$ cat src/rtl/dmem_pkg.sv
// Shared types for the data-memory master: command encodings, the master FSM states
// and the write-strobe sequencer phases.
package dmem_pkg;

    localparam int AW_DEF = 5;
    localparam int DW_DEF = 16;
    localparam int LW_DEF = 6;

    typedef enum logic [1:0] {
        OP_LD   = 2'b00,
        OP_ST   = 2'b01,
        OP_CPY  = 2'b10,
        OP_FILL = 2'b11
    } op_e;

    typedef enum logic [2:0] {
        S_IDLE    = 3'd0,
        S_RD      = 3'd1,
        S_WSETUP  = 3'd2,
        S_WSTROBE = 3'd3,
        S_WHOLD   = 3'd4,
        S_NEXT    = 3'd5,
        S_DONE    = 3'd6
    } state_e;

    typedef enum logic [1:0] {
        WP_IDLE   = 2'd0,
        WP_SETUP  = 2'd1,
        WP_STROBE = 2'd2,
        WP_HOLD   = 2'd3
    } wr_phase_e;

endpackage

$ cat src/rtl/dmem_wr_seq.sv
// Three-cycle write strobe sequencer (setup / strobe / hold). The memory writes
// whenever mem_read is low, so the strobe is held low for exactly one cycle.
module dmem_wr_seq
    import dmem_pkg::*;
(
    input  logic clk,
    input  logic rst,
    input  logic start_i,
    output logic mem_read_o,
    output logic finish_o
);

    wr_phase_e phase_q, phase_d;
    logic      mem_read_q, mem_read_d;
    logic      finish_q, finish_d;

    // Phase sequencing; mem_read drops only on the SETUP->STROBE edge
    always_comb begin
        phase_d    = phase_q;
        mem_read_d = 1'b1;
        case (phase_q)
            WP_IDLE: begin
                if (start_i) begin
                    phase_d = WP_SETUP;
                end else begin
                    phase_d = WP_IDLE;
                end
            end
            WP_SETUP: begin
                phase_d    = WP_STROBE;
                mem_read_d = 1'b0;
            end
            WP_STROBE: phase_d = WP_HOLD;
            WP_HOLD:   phase_d = WP_IDLE;
            default:   phase_d = WP_IDLE;
        endcase
        finish_d = (phase_d == WP_HOLD);
    end

    // Sequencer registers; reset forces the strobe inactive immediately
    always_ff @(posedge clk or posedge rst) begin
        if (rst) begin
            phase_q    <= WP_IDLE;
            mem_read_q <= 1'b1;
            finish_q   <= 1'b0;
        end else begin
            phase_q    <= phase_d;
            mem_read_q <= mem_read_d;
            finish_q   <= finish_d;
        end
    end

    assign mem_read_o = mem_read_q;
    assign finish_o   = finish_q;

endmodule

$ cat src/rtl/dmem_master.sv
// Processor-side initiator for the data memory: load, store, ascending block copy and
// block fill, with all memory-facing signals registered.
module dmem_master
    import dmem_pkg::*;
#(
    parameter int AW = AW_DEF,
    parameter int DW = DW_DEF,
    parameter int LW = LW_DEF
) (
    input  logic          clk,
    input  logic          rst,
    input  logic          req,
    input  logic [1:0]    op,
    input  logic [AW-1:0] addr,
    input  logic [AW-1:0] dst,
    input  logic [DW-1:0] wdata,
    input  logic [LW-1:0] len,
    output logic          ready,
    output logic          busy,
    output logic          done,
    output logic [DW-1:0] rd_data,
    output logic [AW-1:0] mem_addr,
    output logic [DW-1:0] mem_wdata,
    output logic          mem_read,
    input  logic [DW-1:0] mem_rdata
);

    localparam logic [LW-1:0] MAX_LEN = LW'(2**AW);

    function automatic logic [LW-1:0] sat_len(input logic [LW-1:0] l);
        if (l > MAX_LEN) begin
            return MAX_LEN;
        end else begin
            return l;
        end
    endfunction

    state_e        state_q, state_d;
    op_e           op_q, op_d;
    logic [AW-1:0] src_q, src_d, dst_q, dst_d;
    logic [LW-1:0] cnt_q, cnt_d;
    logic [AW-1:0] mem_addr_q, mem_addr_d;
    logic [DW-1:0] mem_wdata_q, mem_wdata_d;
    logic [DW-1:0] rd_data_q, rd_data_d;
    logic          done_q, done_d;
    logic          ready_q, ready_d;
    logic          busy_q, busy_d;
    logic          wr_start_s;
    logic          wr_finish_s;

    dmem_wr_seq u_wr_seq (
        .clk        (clk),
        .rst        (rst),
        .start_i    (wr_start_s),
        .mem_read_o (mem_read),
        .finish_o   (wr_finish_s)
    );

    // Next-state logic; address/data only move in states where mem_read is high
    always_comb begin
        state_d     = state_q;
        op_d        = op_q;
        src_d       = src_q;
        dst_d       = dst_q;
        cnt_d       = cnt_q;
        mem_addr_d  = mem_addr_q;
        mem_wdata_d = mem_wdata_q;
        rd_data_d   = rd_data_q;
        case (state_q)
            S_IDLE: begin
                if (req) begin
                    op_d  = op_e'(op);
                    src_d = addr;
                    dst_d = dst;
                    cnt_d = sat_len(len);
                    case (op_e'(op))
                        OP_LD: begin
                            mem_addr_d = addr;
                            state_d    = S_RD;
                        end
                        OP_ST: begin
                            mem_addr_d  = addr;
                            mem_wdata_d = wdata;
                            state_d     = S_WSETUP;
                        end
                        OP_CPY: begin
                            mem_addr_d = addr;
                            if (sat_len(len) == '0) begin
                                state_d = S_DONE;
                            end else begin
                                state_d = S_RD;
                            end
                        end
                        OP_FILL: begin
                            mem_addr_d  = dst;
                            mem_wdata_d = wdata;
                            if (sat_len(len) == '0) begin
                                state_d = S_DONE;
                            end else begin
                                state_d = S_WSETUP;
                            end
                        end
                        default: state_d = S_IDLE;
                    endcase
                end else begin
                    state_d = S_IDLE;
                end
            end
            S_RD: begin
                if (op_q == OP_LD) begin
                    rd_data_d = mem_rdata;
                    state_d   = S_DONE;
                end else begin
                    mem_wdata_d = mem_rdata;
                    mem_addr_d  = dst_q;
                    state_d     = S_WSETUP;
                end
            end
            S_WSETUP:  state_d = S_WSTROBE;
            S_WSTROBE: state_d = S_WHOLD;
            S_WHOLD: begin
                if (!wr_finish_s) begin
                    state_d = S_WHOLD;
                end else if (op_q == OP_ST) begin
                    state_d = S_DONE;
                end else begin
                    state_d = S_NEXT;
                end
            end
            S_NEXT: begin
                cnt_d = cnt_q - LW'(1);
                src_d = src_q + AW'(1);
                dst_d = dst_q + AW'(1);
                if (cnt_q == LW'(1)) begin
                    state_d = S_DONE;
                end else if (op_q == OP_CPY) begin
                    mem_addr_d = src_q + AW'(1);
                    state_d    = S_RD;
                end else begin
                    mem_addr_d = dst_q + AW'(1);
                    state_d    = S_WSETUP;
                end
            end
            S_DONE:  state_d = S_IDLE;
            default: state_d = S_IDLE;
        endcase
        wr_start_s = (state_d == S_WSETUP) && (state_q != S_WSETUP);
        done_d     = (state_d == S_DONE);
        ready_d    = (state_d == S_IDLE);
        busy_d     = (state_d != S_IDLE);
    end

    // Master FSM and registered outputs
    always_ff @(posedge clk or posedge rst) begin
        if (rst) begin
            state_q     <= S_IDLE;
            op_q        <= OP_LD;
            src_q       <= '0;
            dst_q       <= '0;
            cnt_q       <= '0;
            mem_addr_q  <= '0;
            mem_wdata_q <= '0;
            rd_data_q   <= '0;
            done_q      <= 1'b0;
            ready_q     <= 1'b1;
            busy_q      <= 1'b0;
        end else begin
            state_q     <= state_d;
            op_q        <= op_d;
            src_q       <= src_d;
            dst_q       <= dst_d;
            cnt_q       <= cnt_d;
            mem_addr_q  <= mem_addr_d;
            mem_wdata_q <= mem_wdata_d;
            rd_data_q   <= rd_data_d;
            done_q      <= done_d;
            ready_q     <= ready_d;
            busy_q      <= busy_d;
        end
    end

    assign ready     = ready_q;
    assign busy      = busy_q;
    assign done      = done_q;
    assign rd_data   = rd_data_q;
    assign mem_addr  = mem_addr_q;
    assign mem_wdata = mem_wdata_q;

endmodule

$ cat config.mk
export PLATFORM = sky130hd
export DESIGN_NAME = dmem_master
export DESIGN_NICKNAME = d
export VERILOG_FILES = /design/src/rtl/dmem_pkg.sv /design/src/rtl/dmem_wr_seq.sv /design/src/rtl/dmem_master.sv
export SDC_FILE = /design/constraint.sdc
export NUM_CORES = 1
export LEC_CHECK = 0
export CAP_MARGIN = 40
export CORE_UTILIZATION = 45
export CTS_BUF_LIST = sky130_fd_sc_hd__clkbuf_2
export CTS_CLUSTER_SIZE = 16
export DETAILED_ROUTE_END_ITERATION = 7
export PLACE_DENSITY = 0.79
export REMOVE_ABC_BUFFERS = 1
export SYNTH_ARGS = -nofsm -noshare
export SYNTH_HDL_FRONTEND = slang
export SYNTH_SLANG_ARGS = --single-unit
$ cat constraint.sdc
create_clock -name clk -period 2 [get_ports clk]
set_clock_uncertainty 0.05 [all_clocks]
set_input_delay 0.5 -clock clk [delete_from_list [all_inputs] [get_ports clk]]
set_output_delay 0.5 -clock clk [all_outputs]
set_load 0.02 [all_outputs]
; Yosys cells after proc, flatten, opt, wreduce, memory -nomap -nowiden
; Index checks and enable logic that the tools add are counted.
[op_classes]
n_reduce_logical = 19
magnitude_cmp = 1
addsub = 3
n_eq_ne = 22
n_mux = 36
[op_table]
columns = cell, count
row1 = 2-to-1 mux 16 bit, 3
row2 = 2-to-1 mux 6 bit, 8
row3 = case mux 16 bit (2 select lines), 1
row4 = 2-to-1 mux 5 bit, 6
row5 = case mux 5 bit (2 select lines), 3
row6 = case mux 3 bit (6 select lines), 1
row7 = 2-to-1 mux 3 bit, 5
row8 = case mux 5 bit (3 select lines), 1
row9 = "equality test 2 bit, second input constant", 6
row10 = logical NOT 6 bit, 2
row11 = case mux 3 bit (4 select lines), 1
row12 = case mux 6 bit (2 select lines), 1
row13 = "adder 5 x 1 -> 5 bit, second input constant", 2
row14 = "equality test 3 x 2 -> 1 bit, second input constant", 3
row15 = "equality test 3 bit, second input constant", 3
row16 = "inequality test 2 bit, second input constant", 4
row17 = case mux 2 bit (4 select lines), 1
row18 = AND reduction 4 bit, 2
row19 = "equality test 2 x 1 -> 1 bit, second input constant", 3
row20 = "equality test 6 x 1 -> 1 bit, second input constant", 1
row21 = "greater-than comparator 6 bit, second input constant", 1
row22 = logical NOT 2 bit, 3
row23 = logical NOT 3 bit, 2
row24 = 2-to-1 mux 2 bit, 3
row25 = other kinds (10), 15
[totals]
out_inout_bits = 41
wordCells = 95
register_bits = 65

; Longest topological paths before layout
[depth]
ltp_word = 15
ltp_mapped = 8
depth_no_buf = 7

; Cells and area by module
; A second synthesis with hierarchy kept.
[unflattened]
hier_cells = 323
hier_area_um2 = 3331.9
[modules_own_cells]
columns = mod, area_per_inst_um2, n_inst, seq_area_each_um2, cells_each
row1 = dmem_master, 3154.3, 1, 1527.7, 310
row2 = dmem_wr_seq, 177.7, 1, 101.3, 13

; Least setup slack after synthesis
; No wires, ideal clock.
[synth_timing]
path_type = reg2reg
start = reg state_q[0]
end = reg mem_addr_q[2], in the netlist mem_addr[2]
path_buffers = 2
slack_ns = 0.133
required_ns = 1.825
setup_ns = 0.125
stages_incl_launch_ff = 7
t_arrival_ns = 1.692
cell_sequence = dfrtp_1 > nor3b_1 > buf_6 > and2_4 > buf_6 > a2111o_1 > mux2_4
[synth_between]
elab_chain_cells = 3
[synth_rtl]
columns = item, line_no
row1 = from (decl), dmem_master.sv:38  ; state_e state_q, state_d;
row2 = from (signal assigned), dmem_master.sv:168  ; state_q <= state_d;
row3 = equality test 3 bit (tied with other cells), dmem_master.sv:69  ; case (state_q)
row4 = inequality test 2 bit (no line) or nonzero test 3 bit (tied branches), -
row5 = AND reduction 4 bit (no line), -
row6 = to (signal assigned), dmem_master.sv:173  ; mem_addr_q <= mem_addr_d;
row7 = to (decl), dmem_master.sv:42  ; logic [AW-1:0] mem_addr_q, mem_addr_d;
; Parallel ways exist; a longest one is shown, timed or not.
; A chain may end at the register's enable or synchronous reset.

; Worst setup path after layout
[layout_timing]
start = reg cnt_q[0]
end = reg mem_addr_q[1], in the netlist mem_addr[1]
[layout_between]
elab_chain_cells = 3
[layout_rtl]
columns = item, line_no
row1 = from (decl), dmem_master.sv:41  ; logic [LW-1:0] cnt_q, cnt_d;
row2 = from (signal assigned), dmem_master.sv:172  ; cnt_q <= cnt_d;
row3 = equality test 6 x 1 -> 1 bit, dmem_master.sv:134  ; if (cnt_q == LW'(1)) begin
row4 = inequality test 2 bit (no line), -
row5 = AND reduction 4 bit (no line), -
; Every way passes these cells.

==> impl_metrics.tcl <==
set metrics [dict create \
    postRouteWirelength_mm 8.207 \
    required_time_at_the_worst_slack_endpoint_ns 2.37 \
    clock_root_buffer "sky130_fd_sc_hd__clkbuf_2" \
    most_area_hungry_cell_type_in_the_yosys_netlist "sky130_fd_sc_hd__dfrtp_1" \
    drt-met1-wl_mm 3.593 \
    wl_met2_mm 3.809 \
    placedInstanceArea_sq_mm 0.004511 \
    ff2ff_path_depth 5 \
    start_kind "register" \
    power_density_mw_per_mm2 1504 \
    crit-reg2reg-capture "mem_addr[1]$_DFFE_PP0P_" \
    route.top_layer_used "met4" \
    post-route-util_pct 66.40 \
    crit_type "register to register" \
    grt_max_degree 33 \
    worst-slew-pin-transition_ns 0.5076 \
    regToRegStartpoint "cnt_q[0]$_DFFE_PP0P_" \
    final_max_slew_viol_count 0 \
    number_of_flops_mapped_to_enable_cells_by_yosys 0 \
    drtIter0Drc 108 \
    numPortBuffers 93 \
    worst_skew_pair.late_latency_ns 0.52 \
    cts_inserted_buffers 9 \
    ys_seq_area_share_pct 49.39 \
    timing.reg2reg.setup_slack_ns 0.09 \
    synth.cell_area_sq_mm 0.003298 \
    clk_pin_slew_worst_paths_ns 0.21 \
    postSynthRegisterBits 65 \
    core.rowCount 30 \
    final_min_period_over_clock_period_pct 95.63 \
    cts.repair_timing.setup_buffer_count 0 \
    crit_chain "ha_1 > nand2b_1 > nor4_4 > a2111o_1 > mux2_4" \
    max_stage_delay_ns 0.55 \
    highest_clock_rate_mhz 522.9 \
    vdd.ir_drop.worst_mv 0.9032 \
    globalRouteTotalUtil_pct 22.96 \
    first_global_vias 2778 \
    fin_area_sq_mm 0.004611 \
    relSlewSlack_pct 66.03 \
    h-tree-depth 3 \
    flow.area_growth_from_synthesis_pct 39.80 \
    fp.dieH_microns 87.61 \
    cts_hold_buf 0 \
    core_ar_sq_mm 0.006944 \
    drt_drc_violations_left 0 \
    grt_antenna_before_repair 0 \
    finalCriticalPeriod_ns 1.913 \
    routabilityCongestion 0.8704 \
    proportion_of_netlist_area_held_by_the_largest_area_contributor_pct 47.80 \
    ys.flop_type "sky130_fd_sc_hd__dfrtp_1" \
    synthesis.instances 343 \
    max_cap_viol_count 0 \
    cts_max_path_buffers 2 \
    crit_path_arrival_time_ns 2.28 \
    layout-drive-gt1-share_pct 14.50 \
    insertedDiodeCount 0 \
    tritoncts "done" \
    io_pins 94 \
    count_of_vias_placed_by_the_detailed_router 2895 \
    yosys.cell_types.count 51 \
    hold_violations 0 \
    worst_hold_path_type "primary input to asynchronous set/reset pin" \
    syn_area_per_cell_sq_um 9.616 \
    cp_max_fo 5 \
    critPathCaptureType "register" \
    floorplan.initialDensity_pct 47.50 \
    setup_violations 0 \
    drt-vias-per-instance 5.188 \
    grt_overflow_total 0 \
    final.setup.worst_slack_ns 0.08744 \
    ys_top_cells_by_area "sky130_fd_sc_hd__dfrtp_1, sky130_fd_sc_hd__nand2_1, sky130_fd_sc_hd__mux2i_1" \
    detailedPlace.worstSlack_ns -0.3941 \
    ys.warnings.count 0 \
    place.detailed.hpwl_mm 6.268 \
    cts_num_sinks 65 \
    drt-wirelength-per-cell_microns 14.71 \
    postSynth.asyncResetShare_pct 100.0 \
    chipWidth_microns 87.61 \
    die_footprint_sq_mm 0.007676 \
    design.final.nets 517 \
    drt_first_pass_iters 4 \
    run_status "complete, no violations" \
    timing.critical_path.slowest_stage_cell "sky130_fd_sc_hd__a2111o_1" \
    wire_length_of_the_first_global_routing_pass_mm 13.37 \
    cellLeakagePower_nw 2.092 \
    drt.antenna.violating_nets 0 \
    wl_met3_microns 627 \
]
-- flip-flops by register name, summed over array words and instances (netlist names) --
signal,count
u_wr_seq.finish_o,1
busy,1
done,1
cnt_q,6
op_q,2
u_wr_seq.mem_read_o,1
dst_q,5
src_q,5
ready,1
mem_addr,5
rd_data,16
state_q,3
mem_wdata,16
u_wr_seq.phase_q,2
-- repair_timing --
action / CTS / global route
setup endpoints to repair: 53 / 13
endpoints found under the hold margin: 0 / 0
resized for setup: 43 / 8
pin swaps: 0 / 1
cloned: 0 / 0
-- cells in the mapped netlist (all sizes together) (2+ instances only) --
cell / n
nand2: 65
dfrtp: 63
nor2: 31
a21oi: 25
mux2i: 23
inv: 15
o21ai: 14
nand3: 10
buf: 9
clkbuf: 9
ha: 7
mux2: 6
a22oi: 5
nand2b: 5
nor2b: 5
a211oi: 4
nor4: 4
nor3: 3
o22ai: 3
or2: 3
xnor2: 3
xor2: 3
a221o: 2
and3: 2
and4: 2
dfstp: 2
o211ai: 2
o221ai: 2
-- cells in the final DEF, fill, tap and decap left out, types with 4 or more instances in the layout --
| cell type | synthesis | routed |
|---|---|---|
| sky130_fd_sc_hd__mux2i_1 | 23 | 23 |
| sky130_fd_sc_hd__nor2b_1 | 5 | 5 |
| sky130_fd_sc_hd__a211oi_1 | 4 | 4 |
| sky130_fd_sc_hd__dlygate4sd2_1 | 0 | 39 |
| sky130_fd_sc_hd__a21oi_1 | 24 | 24 |
| sky130_fd_sc_hd__a22oi_1 | 5 | 5 |
| sky130_fd_sc_hd__dfrtp_1 | 63 | 60 |
| sky130_fd_sc_hd__ha_1 | 7 | 7 |
| sky130_fd_sc_hd__nand2_1 | 65 | 64 |
| sky130_fd_sc_hd__o21ai_0 | 13 | 13 |
| sky130_fd_sc_hd__buf_4 | 0 | 25 |
| sky130_fd_sc_hd__nand3_1 | 10 | 10 |
| sky130_fd_sc_hd__nand2b_1 | 5 | 4 |
| sky130_fd_sc_hd__nor2_1 | 31 | 31 |
| sky130_fd_sc_hd__clkdlybuf4s50_1 | 0 | 52 |
| sky130_fd_sc_hd__inv_1 | 14 | 13 |
| sky130_fd_sc_hd__mux2_4 | 4 | 4 |
| sky130_fd_sc_hd__clkbuf_2 | 0 | 9 |
-- through the flow --
stage / power, mW / cells / TNS, ns / hold slack [ns]
6_report: 6.934 / 558 / 0 / 0.1721
3_3_place_gp: 6.270 / 542 / -5.310 / 0.4072
3_5_place_dp: 6.407 / 542 / -6.124 / 0.4110
5_1_grt: 7.461 / 558 / -0.003345 / 0.1776
2_1_floorplan: 4.679 / 325 / -70.14 / 0.4333
4_1_cts: 6.912 / 558 / 0 / 0.1531
-- power breakdown --
part	total, mW	switching (mW)	internal, mW	leakage [nW]
clock	0.790	0.505	0.285	0.0655
sequential	2.44	0.465	1.97	0.759
combinational	3.71	2.06	1.65	1.27
total	6.93	3.03	3.90	2.09
-- metal layers --
layer / up-vias / GRT usage, %
met5: - / 0
met4: 0 / 10.58
met3: 14 / 4.618
met2: 112 / 37.50
met1: 1346 / 29.60
li1: 1423 / -
-- critical path, delay by kind of cell, from the launching register on --
kind | cells | cell delay (ns)
compound gates | 1 | 0.55
flops | 1 | 0.45
mux | 1 | 0.33
fa+ha+maj | 1 | 0.22
simple gates | 2 | 0.21
-- cell type report --
type	count	area (sq um)
multi-input cells	245	1555
fillers	562	2333
repair buffers	121	1130
flip-flops and latches	65	1633
clock inverters	7	71.32
inverters	15	56.30
well taps	96	120.1
clock buffers	9	45.04
-- worst max path at each step --
stage | startpoint | depth (start not counted) | endpoint
global route | cnt_q[1]$_DFFE_PP0P_ | 7 | u_wr_seq.phase_q[0]$_DFF_PP0_
floorplan | state_q[2]$_DFF_PP0_ | 4 | mem_addr[2]$_DFFE_PP0P_
detailed placement | req | 6 | u_wr_seq.phase_q[0]$_DFF_PP0_
global placement | req | 6 | u_wr_seq.phase_q[0]$_DFF_PP0_
CTS | ready$_DFF_PP1_ | 1 | ready
finish | cnt_q[0]$_DFFE_PP0P_ | 5 | mem_addr[1]$_DFFE_PP0P_
-- cell families (layout without fill, tap and decap cells) --
group / count (synthesis) / after routing / share of synthesized area [%]
flip-flops: 65 / 65 / 49.39
adder cells (fa/ha/maj): 7 / 7 / 2.655
buffers and inverters: 33 / 152 / 4.476
AND/OR/NAND/NOR: 136 / 136 / 19.23
AO/OA/AOI/OAI: 67 / 67 / 13.16
XOR/XNOR: 6 / 6 / 1.594
multiplexers: 29 / 29 / 9.484
Note: power is estimated with default switching activity, not from simulation.
